### config.mk
export PLATFORM = sky130hd
export DESIGN_NAME = joy_dir_arbiter
export DESIGN_NICKNAME = d
export VERILOG_FILES = /design/src/rtl/joydir_pkg.sv /design/src/rtl/joydir_stack.sv /design/src/rtl/joy_dir_arbiter.sv
export SDC_FILE = /design/constraint.sdc
export NUM_CORES = 1
export LEC_CHECK = 0
export ABC_AREA = 1
export BUFFER_PORTS_ARGS = -buffer_cell sky130_fd_sc_hd__clkbuf_2
export CAP_MARGIN = 10
export CORE_MARGIN = 4
export CORE_UTILIZATION = 30
export CTS_BUF_LIST = sky130_fd_sc_hd__clkbuf_16
export CTS_CLUSTER_SIZE = 8
export DETAILED_ROUTE_END_ITERATION = 7
export PLACE_DENSITY_LB_ADDON = 0.25
export SKIP_LAST_GASP = 1
export SLEW_MARGIN = 30
export SYNTH_ARGS = -nofsm -noshare
export SYNTH_HDL_FRONTEND = slang
export SYNTH_HIERARCHICAL = 1
export SYNTH_SLANG_ARGS = --single-unit
### constraint.sdc
create_clock -name clk -period 20.9 [get_ports clk]
set_clock_uncertainty 0.05 [all_clocks]
set_input_delay 2.09 -clock clk [delete_from_list [all_inputs] [get_ports clk]]
set_output_delay 2.09 -clock clk [all_outputs]
set_load 0.01 [all_outputs]
### src/rtl/joydir_pkg.sv
// Shared types and helpers for the multi-player direction arbiter: direction codes,
// resolution modes, the per-player press-order stack and its update functions.
package joydir_pkg;

    typedef enum logic [1:0] {
        RIGHT = 2'd0,
        LEFT  = 2'd1,
        DOWN  = 2'd2,
        UP    = 2'd3
    } dir_code_t;

    typedef enum logic [1:0] {
        MODE_LAST     = 2'd0,
        MODE_FIRST    = 2'd1,
        MODE_NEUTRAL  = 2'd2,
        MODE_LAST_ALT = 2'd3
    } mode_t;

    localparam int STACK_DEPTH = 4;

    // ent[0] is the oldest held direction, ent[cnt-1] the newest.
    typedef struct packed {
        dir_code_t [STACK_DEPTH-1:0] ent;
        logic [2:0]                  cnt;
    } stack_t;

    function automatic logic [3:0] code_to_onehot(dir_code_t c);
        return 4'b0001 << c;
    endfunction

    function automatic dir_code_t onehot_to_code(logic [3:0] oh);
        dir_code_t c;
        c = RIGHT;
        for (int i = 0; i < 4; i++) begin
            if (oh[i]) c = dir_code_t'(2'(i));
        end
        return c;
    endfunction

    // Quarter-turn for rotated cabinets: raw up reads as left, left as down,
    // down as right, right as up.
    function automatic logic [3:0] rotate_map(logic [3:0] d);
        return {d[0], d[1], d[3], d[2]};
    endfunction

    function automatic logic [3:0] neutral_filter(logic [3:0] d);
        logic [3:0] v;
        v = d;
        if (d[3] && d[2]) v[3:2] = 2'b00;
        if (d[1] && d[0]) v[1:0] = 2'b00;
        return v;
    endfunction

    function automatic stack_t stack_remove(stack_t s, dir_code_t d);
        stack_t     r;
        logic [2:0] k;
        r = '0;
        k = '0;
        for (int i = 0; i < STACK_DEPTH; i++) begin
            if (3'(i) < s.cnt && s.ent[i] != d) begin
                r.ent[k[1:0]] = s.ent[i];
                k = k + 3'd1;
            end
        end
        r.cnt = k;
        return r;
    endfunction

    // Removing first keeps every code unique, so a re-press just moves it to the top.
    function automatic stack_t stack_push(stack_t s, dir_code_t d);
        stack_t r;
        r = stack_remove(s, d);
        if (r.cnt < 3'd4) begin
            r.ent[r.cnt[1:0]] = d;
            r.cnt = r.cnt + 3'd1;
        end
        return r;
    endfunction

endpackage

### src/rtl/joydir_stack.sv
// Press-order history for one player: releases are removed first, then presses are
// pushed in ascending bit order so the higher index wins when presses coincide.
module joydir_stack
    import joydir_pkg::*;
(
    input  logic       clk,
    input  logic       reset_n,
    input  logic       flush,
    input  logic [3:0] press_vec,
    input  logic [3:0] release_vec,
    output logic [1:0] top_code,
    output logic [1:0] bottom_code,
    output logic       empty
);

    stack_t st;
    stack_t st_nxt;

    always_comb begin
        st_nxt = st;
        for (int d = 0; d < 4; d++) begin
            if (release_vec[d]) st_nxt = stack_remove(st_nxt, dir_code_t'(2'(d)));
        end
        for (int d = 0; d < 4; d++) begin
            if (press_vec[d]) st_nxt = stack_push(st_nxt, dir_code_t'(2'(d)));
        end
    end

    always_ff @(posedge clk or negedge reset_n) begin
        if (!reset_n) begin
            st <= '0;
        end else if (flush) begin
            st <= '0;
        end else begin
            st <= st_nxt;
        end
    end

    // With cnt == 4 the low bits wrap to 0, so minus one still lands on entry 3.
    assign top_code    = st.ent[st.cnt[1:0] - 2'd1];
    assign bottom_code = st.ent[0];
    assign empty       = (st.cnt == 3'd0);

endmodule

### src/rtl/joy_dir_arbiter.sv
// Multi-player direction arbiter with SOCD resolution and press-order fallback.
// Define JOYDIR_DEBOUNCE_EN to add a per-bit ce-driven debounce in front of the filter.
module joy_dir_arbiter
    import joydir_pkg::*;
#(
    parameter int               PLAYERS = 2,
    parameter int               DEB_W   = 16,
    parameter logic [DEB_W-1:0] DEB_CNT = 16'd500
) (
    input  logic                   clk,
    input  logic                   reset_n,
    input  logic                   ce,
    input  logic [1:0]             mode,
    input  logic                   rotate,
    input  logic [PLAYERS*4-1:0]   dir_in,
    output logic [PLAYERS*4-1:0]   dir_out,
    output logic [PLAYERS-1:0]     change
);

    localparam int W = PLAYERS * 4;

    logic [W-1:0]       sync_a;
    logic [W-1:0]       sync_b;
    logic [W-1:0]       filt_in;
    logic [W-1:0]       filt;
    logic [W-1:0]       filt_d;
    logic [W-1:0]       press;
    logic [W-1:0]       rel;
    logic [W-1:0]       dir_nxt;
    logic [PLAYERS-1:0] change_nxt;
    logic               rotate_q;
    logic               rot_flush;

    always_ff @(posedge clk or negedge reset_n) begin
        if (!reset_n) begin
            sync_a   <= '0;
            sync_b   <= '0;
            rotate_q <= 1'b0;
        end else begin
            sync_a   <= dir_in;
            sync_b   <= sync_a;
            rotate_q <= rotate;
        end
    end

    assign rot_flush = rotate ^ rotate_q;

`ifdef JOYDIR_DEBOUNCE_EN
    localparam logic [DEB_W-1:0] DEB_LAST = DEB_CNT - DEB_W'(1);

    logic [DEB_W-1:0] deb_cnt [W];

    // A bit only moves once its new level has been seen on DEB_CNT consecutive ce ticks.
    always_ff @(posedge clk or negedge reset_n) begin
        if (!reset_n) begin
            filt <= '0;
            for (int i = 0; i < W; i++) deb_cnt[i] <= '0;
        end else begin
            for (int i = 0; i < W; i++) begin
                if (filt_in[i] == filt[i]) begin
                    deb_cnt[i] <= '0;
                end else if (ce) begin
                    if (deb_cnt[i] == DEB_LAST) begin
                        filt[i]    <= filt_in[i];
                        deb_cnt[i] <= '0;
                    end else begin
                        deb_cnt[i] <= deb_cnt[i] + DEB_W'(1);
                    end
                end
            end
        end
    end
`else
    logic unused_deb;
    assign unused_deb = ^{ce, DEB_CNT};

    always_ff @(posedge clk or negedge reset_n) begin
        if (!reset_n) begin
            filt <= '0;
        end else begin
            filt <= filt_in;
        end
    end
`endif

    // Clearing filt_d on a rotate toggle makes every held bit re-enter as a fresh press.
    always_ff @(posedge clk or negedge reset_n) begin
        if (!reset_n) begin
            filt_d <= '0;
        end else begin
            filt_d <= rot_flush ? '0 : filt;
        end
    end

    assign press = filt & ~filt_d;
    assign rel   = ~filt & filt_d;

    for (genvar p = 0; p < PLAYERS; p++) begin : g_player
        logic [1:0] top_code;
        logic [1:0] bottom_code;
        logic       empty;
        logic [3:0] nxt;

        assign filt_in[4*p +: 4] = rotate ? rotate_map(sync_b[4*p +: 4]) : sync_b[4*p +: 4];

        joydir_stack u_stack (
            .clk         (clk),
            .reset_n     (reset_n),
            .flush       (rot_flush),
            .press_vec   (press[4*p +: 4]),
            .release_vec (rel[4*p +: 4]),
            .top_code    (top_code),
            .bottom_code (bottom_code),
            .empty       (empty)
        );

        always_comb begin
            nxt = '0;
            case (mode_t'(mode))
                MODE_FIRST:   if (!empty) nxt = code_to_onehot(dir_code_t'(bottom_code));
                MODE_NEUTRAL: nxt = neutral_filter(filt_d[4*p +: 4]);
                default:      if (!empty) nxt = code_to_onehot(dir_code_t'(top_code));
            endcase
        end

        assign dir_nxt[4*p +: 4] = nxt;
        assign change_nxt[p]     = (nxt != dir_out[4*p +: 4]);
    end

    always_ff @(posedge clk or negedge reset_n) begin
        if (!reset_n) begin
            dir_out <= '0;
            change  <= '0;
        end else begin
            dir_out <= dir_nxt;
            change  <= change_nxt;
        end
    end

endmodule

* Word level (Yosys, flattened, before mapping)
Cells that the tools add are included.
Word-level totals: flip-flop bits (word level) 65, input port bits 14, output and inout bits 10, word-level logic and storage cells 925
Operators by class: add/sub/neg operators 58, $lt $le $gt $ge 186, equality and inequality tests 52, shift-type cells 4, mux-type cells 443, bitwise logic cells 23, reductions and logical operators 142
Operator list (number):
- two-way mux 8 bit | 89
- bitwise mux 8 bit | 48
- two-way mux 3 bit | 104
- two-way mux 11 bit | 26
- demux 2 bit (select 2 bit) | 56
- two-way mux 2 bit | 94
- less-than comparator 2 x 3 -> 1 bit (second input constant) | 58
- adder 3 x 1 -> 3 bit (second input constant) | 56
- logical AND 1 bit | 124
- greater-or-equal comparator 2 x 1 -> 1 bit (second input constant) | 56
- less-than comparator 1 x 3 -> 1 bit (first input constant) | 32
- less-than comparator 2 x 3 -> 1 bit (first input constant) | 32
- inequality test 2 bit (second input constant) | 32
- bitwise AND 8 bit | 4
- inequality test 2 x 1 -> 1 bit (second input constant) | 16
- inverter 8 bit | 4
- nonzero test 2 bit | 16
- less-than comparator 3 bit (second input constant) | 8
- two-way mux 4 bit | 6
- bitwise AND 4 bit | 4
- two-way mux 1 bit | 16
- inverter 4 bit | 4
- bitwise OR 4 bit | 4
- bitwise OR 8 bit | 2
- other kinds (9) | 17

* Depth between registers and ports, before layout
depth in word-level cells 152, gate-level depth with buffers 138, depth with buffers taken out 138

* Hierarchy
The synthesis kept the hierarchy.
By module, submodules not included:
- joydir_stack at g_player[0].u_stack | times used 1, cells each 1128, area an instance 6566.3 µm², sequential area each 275.3 µm²
- joydir_stack at g_player[1].u_stack | times used 1, cells each 1125, area an instance 6356.1 µm², sequential area each 275.3 µm²
- joy_dir_arbiter | times used 1, cells each 221, area an instance 1824.2 µm², sequential area each 1076.0 µm²

* Worst setup path before layout
Ideal clock, no wire load.
kind reg2reg, start reg g_player[1].u_stack/st[2] (netlist bit), end reg g_player[1].u_stack.st (netlist bit g_player[1].u_stack/bottom_code[0]), library setup time 121 ps, arrival 16115 ps, required time 20729 ps, setup slack 4614 ps, stages on the path, launching flop included 117, path buffers 0, period minus slack after synthesis 16286 ps, path through dfrtp_1 nor2_1 inv_2 nand2_1 nand2_1 ha_1 nand3_2 nand2_1 inv_1 ha_1 nand3_2 nor2_1 nand2_1 nand2_2 nor2_8 nand2_2 nor2_1 inv_1 [81 not listed] or2_2 o22ai_4 nand3_4 nor2_2 nor2_2 ha_1 nand4_2 nand2_2 inv_1 ha_1 inv_1 o21ai_2 inv_1 ha_1 nand3_1 nand2_1 nor2_1 nor2_1
Between the ends: word-level cells in the longest chain between the ends 152, elaborated cells on any way between the ends 429, those cells by class add/sub (27); order compare (92); eq/ne (24); mux (213); bitwise (9); reduce/logical (64)
RTL lines:
- from (decl) | line joydir_stack.sv:16 | stack_t st;
- from (signal assigned) | line joydir_stack.sv:35 | st <= st_nxt;
- less-than comparator 1 x 3 -> 1 bit | line joydir_pkg.sv:60 | if (3'(i) < s.cnt && s.ent[i] != d) begin
- logical AND 1 bit | line joydir_pkg.sv:60
- two-way mux 1 bit | line joydir_pkg.sv:60
- two-way mux 3 bit | line joydir_stack.sv:22 | if (release_vec[d]) st_nxt = stack_remove(st_nxt, dir_code_t'(2'(d)));
- adder 3 x 1 -> 3 bit, or another cell as far along | line joydir_pkg.sv:62 | k = k + 3'd1;
- two-way mux 3 bit / logical AND 1 bit (equally long branches) | line joydir_pkg.sv:60, joydir_pkg.sv:61
- two-way mux 3 bit / two-way mux 2 bit (equally long branches) | line joydir_stack.sv:22, joydir_pkg.sv:61
- adder 3 x 1 -> 3 bit, or another cell as far along | line joydir_pkg.sv:62
- [136 not listed]
- less-than comparator 2 x 3 -> 1 bit (implied by the code), or another cell as far along | line joydir_pkg.sv:74 | r.ent[r.cnt[1:0]] = d;
- logical AND 1 bit (implied by the code) / bitwise mux 8 bit (equally long branches) | line joydir_pkg.sv:74, joydir_pkg.sv:61
- two-way mux 2 bit (implied by the code) / two-way mux 8 bit (equally long branches) | line joydir_pkg.sv:74, joydir_pkg.sv:60
- demux 2 bit (select 2 bit) / two-way mux 8 bit (equally long branches)
- bitwise OR 8 bit (no line)
- two-way mux 11 bit | line joydir_pkg.sv:73 | if (r.cnt < 3'd4) begin
- two-way mux 11 bit * | line joydir_stack.sv:25 | if (press_vec[d]) st_nxt = stack_push(st_nxt, dir_code_t'(2'(d)));
- two-way mux 11 bit * | line joydir_stack.sv:32 | end else if (flush) begin
Every way passes the cells marked *; elsewhere a longest branch is shown, timed or not. The select of a mux whose other input is x is not followed.

* Worst setup path in the final report
start reg g_player[1].u_stack/st[0] (netlist bit), end reg g_player[1].u_stack.st (netlist bit g_player[1].u_stack/bottom_code[0])
The elaborated chain is that of the path after synthesis.

==> metrics.md <==
| Metric | Value |
|---|---|
| Post-route antenna net violation count | 0 |
| Post-cts resize count | 0 |
| CTS max path bufs | 2 |
| Largest net degree at the start of global routing | 66 |
| GR Overflow Total | 0 |
| FP Rows | 80 |
| Syn nets | 2627 |
| Synth cell types | 57 |
| Worst path arrival time | 19000 ps |
| Layout cells sized above 1 | 17.9% |
| Gate Count Post-Synth | 2474 |
| CP max-delay cell | dfrtp_1 |
| Die width | 230 microns |
| Tmin final | 18830 ps |
| Vias per Instance | 4.67 |
| Share of the synthesized area in the top cell type | 18.5% |
| Starting density of the core | 30.6% |
| Setup TNS | 0 ps |
| Worst hold start | sync_a[2] |
| First drt pass iteration count | 5 |
| #FFs+latches synth | 65 |
| CP max FO | 9 |
| Clock tree sinks | 65 |
| Overall routing resource usage | 14.4% |
| F_max | 53.1 MHz |
| Global-route wire length before repair | 66300 microns |
| Sequential fraction of the synthesis area | 11.0% |
| Relative slew slack | 34.6% |
| Ys flop type | dfrtp_1 |
| Final net count | 2646 |
| Tcrit/Tclk final | 90.1% |
| Setup crit start kind | flip-flop |
| WS Path Type | flip-flop to flip-flop |
| Worst-Margin Slew | 978 ps |
| FF-to-FF End | g_player[1].u_stack/bottom_code[0] |
| Initial antenna violation count | 1 |
| Req. time, crit path | 21070 ps |
| Most frequent cell after synthesis | nand2_1 |
| Final GP Congestion | 0.898 |
| Dominant cell type by area after synthesis | nand2_1 |
| Worst Hold Endpoint | sync_b[2] |
| DR iter-0 viols | 1008 |
| Port bufs | 22 |
| Area grow syn2layout | 8.10% |
| Vias | 14700 |
| # Max-Cap Violations | 0 |
| Worst-path clk slew | 60 ps |
| Ys async rst share | 100% |
| Synth top cells by count | nand2_1, inv_1, nand3_1 |
| Top post-synthesis cells by area | nand2_1, ha_1, dfrtp_1 |
| Reg2reg start | g_player[1].u_stack/st[0] |
| Worst Hold Class | flip-flop to flip-flop |
| CTS buffer count | 9 |
| Antenna fix cells | 0 |
| CP Capture Type | flip-flop |
| Pins Over Slew Limit | 0 |
| CTS Hold Bufs | 0 |
| Setup Fix Bufs, Post-CTS | 0 |
| Storage element area | 1630 sq um |
| RSZ-0062 raised after global routing | no |
| Vias in the first global route | 14000 |
| Synth Cell Area | 14700 sq um |
| CP dominant cell by count | nand2_1 |
| Die ar. | 52800 sq um |
| Slowest stage delay, CP | 460 ps |
| Clock root buffer master | clkbuf_16 |
| DIE HEIGHT | 230 microns |
| Worst-Skew Late Latency | 330 ps |
| YS warnings | 6 |
| Fin. Hold Viols | 0 |
| Detailed placement HPWL | 33200 microns |
| Worst r2r path cells | 114 |
| Filler instances | 5284 |
| Setup Viol. Count Final | 0 |
| Multi-input logic area | 11100 sq um |
| WL/cell | 12.4 microns |
| Hold depth | 0 |
| Core area | 48100 sq um |
| R2r setup slk | 2070 ps |
| Count of flip-flops with a built-in enable after synthesis | 0 |
| H-tree depth | 3 |
| Detailed-route DRC error count | 0 |
| CTS tree | built |
| Mean Syn Cell Area | 5.96 sq um |
| Final Util | 33.1% |
| IO Count | 24 |
| Status | completed |
| WL final | 39000 microns |
[kinds of logic (layout without fill, tap and decap cells)]
logic type                 after synthesis  after routing  synth area share, %
AOI/OAI and AO/OA                      267            267                 10.9
xor gates and xnor gates                 1              1               0.0594
buffers and inverters                  507            531                 13.5
adders and majority gates              139            139                 11.8
and+or+nand+nor                       1495           1495                 52.7
DFF                                     65             65                 11.0
[through the flow]
stage | cell area, sq um | cells | worst slack [ps] | hold slack [ps]
floorplan | 14700 | 2474 | 4610 | 281
global placement | 15600 | 3137 | 2600 | 286
detailed placement | 15600 | 3137 | 2160 | 285
CTS | 15900 | 3153 | 2100 | 297
global route | 15900 | 3154 | 183 | 300
finish | 15900 | 3154 | 2070 | 296
[state kept, by name, summed over array words and instances, names as in the netlist]
name / cells
sync_b: 8
dir_out: 8
g_player.u_stack/st: 18
g_player.u_stack/bottom_code: 4
sync_a: 8
filt_d: 8
filt: 8
change: 2
rotate_q: 1
[layout make-up]
class                   count  share of cell area, %
clock buffers               9                   1.41
flip-flops and latches     65                   10.2
inverters                 481                   11.4
clock inverters             7                  0.628
well taps                 656                   5.15
repair buffers             34                   1.38
multi-input cells        1902                   69.8
[how the worst max path moves through the flow]
stage | startpoint | slack [ps] | cells after the start | to
2_1_floorplan | g_player[1].u_stack/st[2] | 4610 | 116 | g_player[1].u_stack/bottom_code[0]
3_3_place_gp | g_player[1].u_stack/st[2] | 2600 | 116 | g_player[1].u_stack/bottom_code[0]
3_5_place_dp | g_player[1].u_stack/st[0] | 2160 | 114 | g_player[1].u_stack/bottom_code[0]
4_1_cts | g_player[1].u_stack/st[0] | 2100 | 114 | g_player[1].u_stack/bottom_code[0]
5_1_grt | g_player[1].u_stack/st[0] | 180 | 116 | g_player[1].u_stack/bottom_code[0]
6_report | g_player[1].u_stack/st[0] | 2070 | 114 | g_player[1].u_stack/bottom_code[0]
[critical path, delay by kind of cell (launching register included)]
family	cells	cell delay, ps
AO/OA/AOI/OAI	6	1530
adder cells (fa/ha/maj)	20	5370
buffers and inverters	23	1830
flip-flops	1	460
AND/OR/NAND/NOR	65	9440
[layer usage]
layer  up-vias  track usage [%]  routed length (microns)
met1      6584             20.8                    20100
met5         -                0                       13
met2       266             23.9                    17300
li1       7839                -                        -
met3        29             1.05                     1250
met4         2             2.50                      379
[cells in the final DEF, fill, tap and decap left out, types with 20 or more instances in the layout]
master    instances
nand2_1         727
inv_1           399
nand3_1         255
nor2_1          159
ha_1            139
nand2_2         112
o21ai_0         105
a21oi_1          72
dfrtp_1          65
nand3_2          64
inv_2            62
nand2_4          39
nand4_1          38
clkbuf_2         21
nand3_4          20
Power is not shown: default switching activity piles up to over one toggle a cycle in this logic, so the estimate is an artifact.
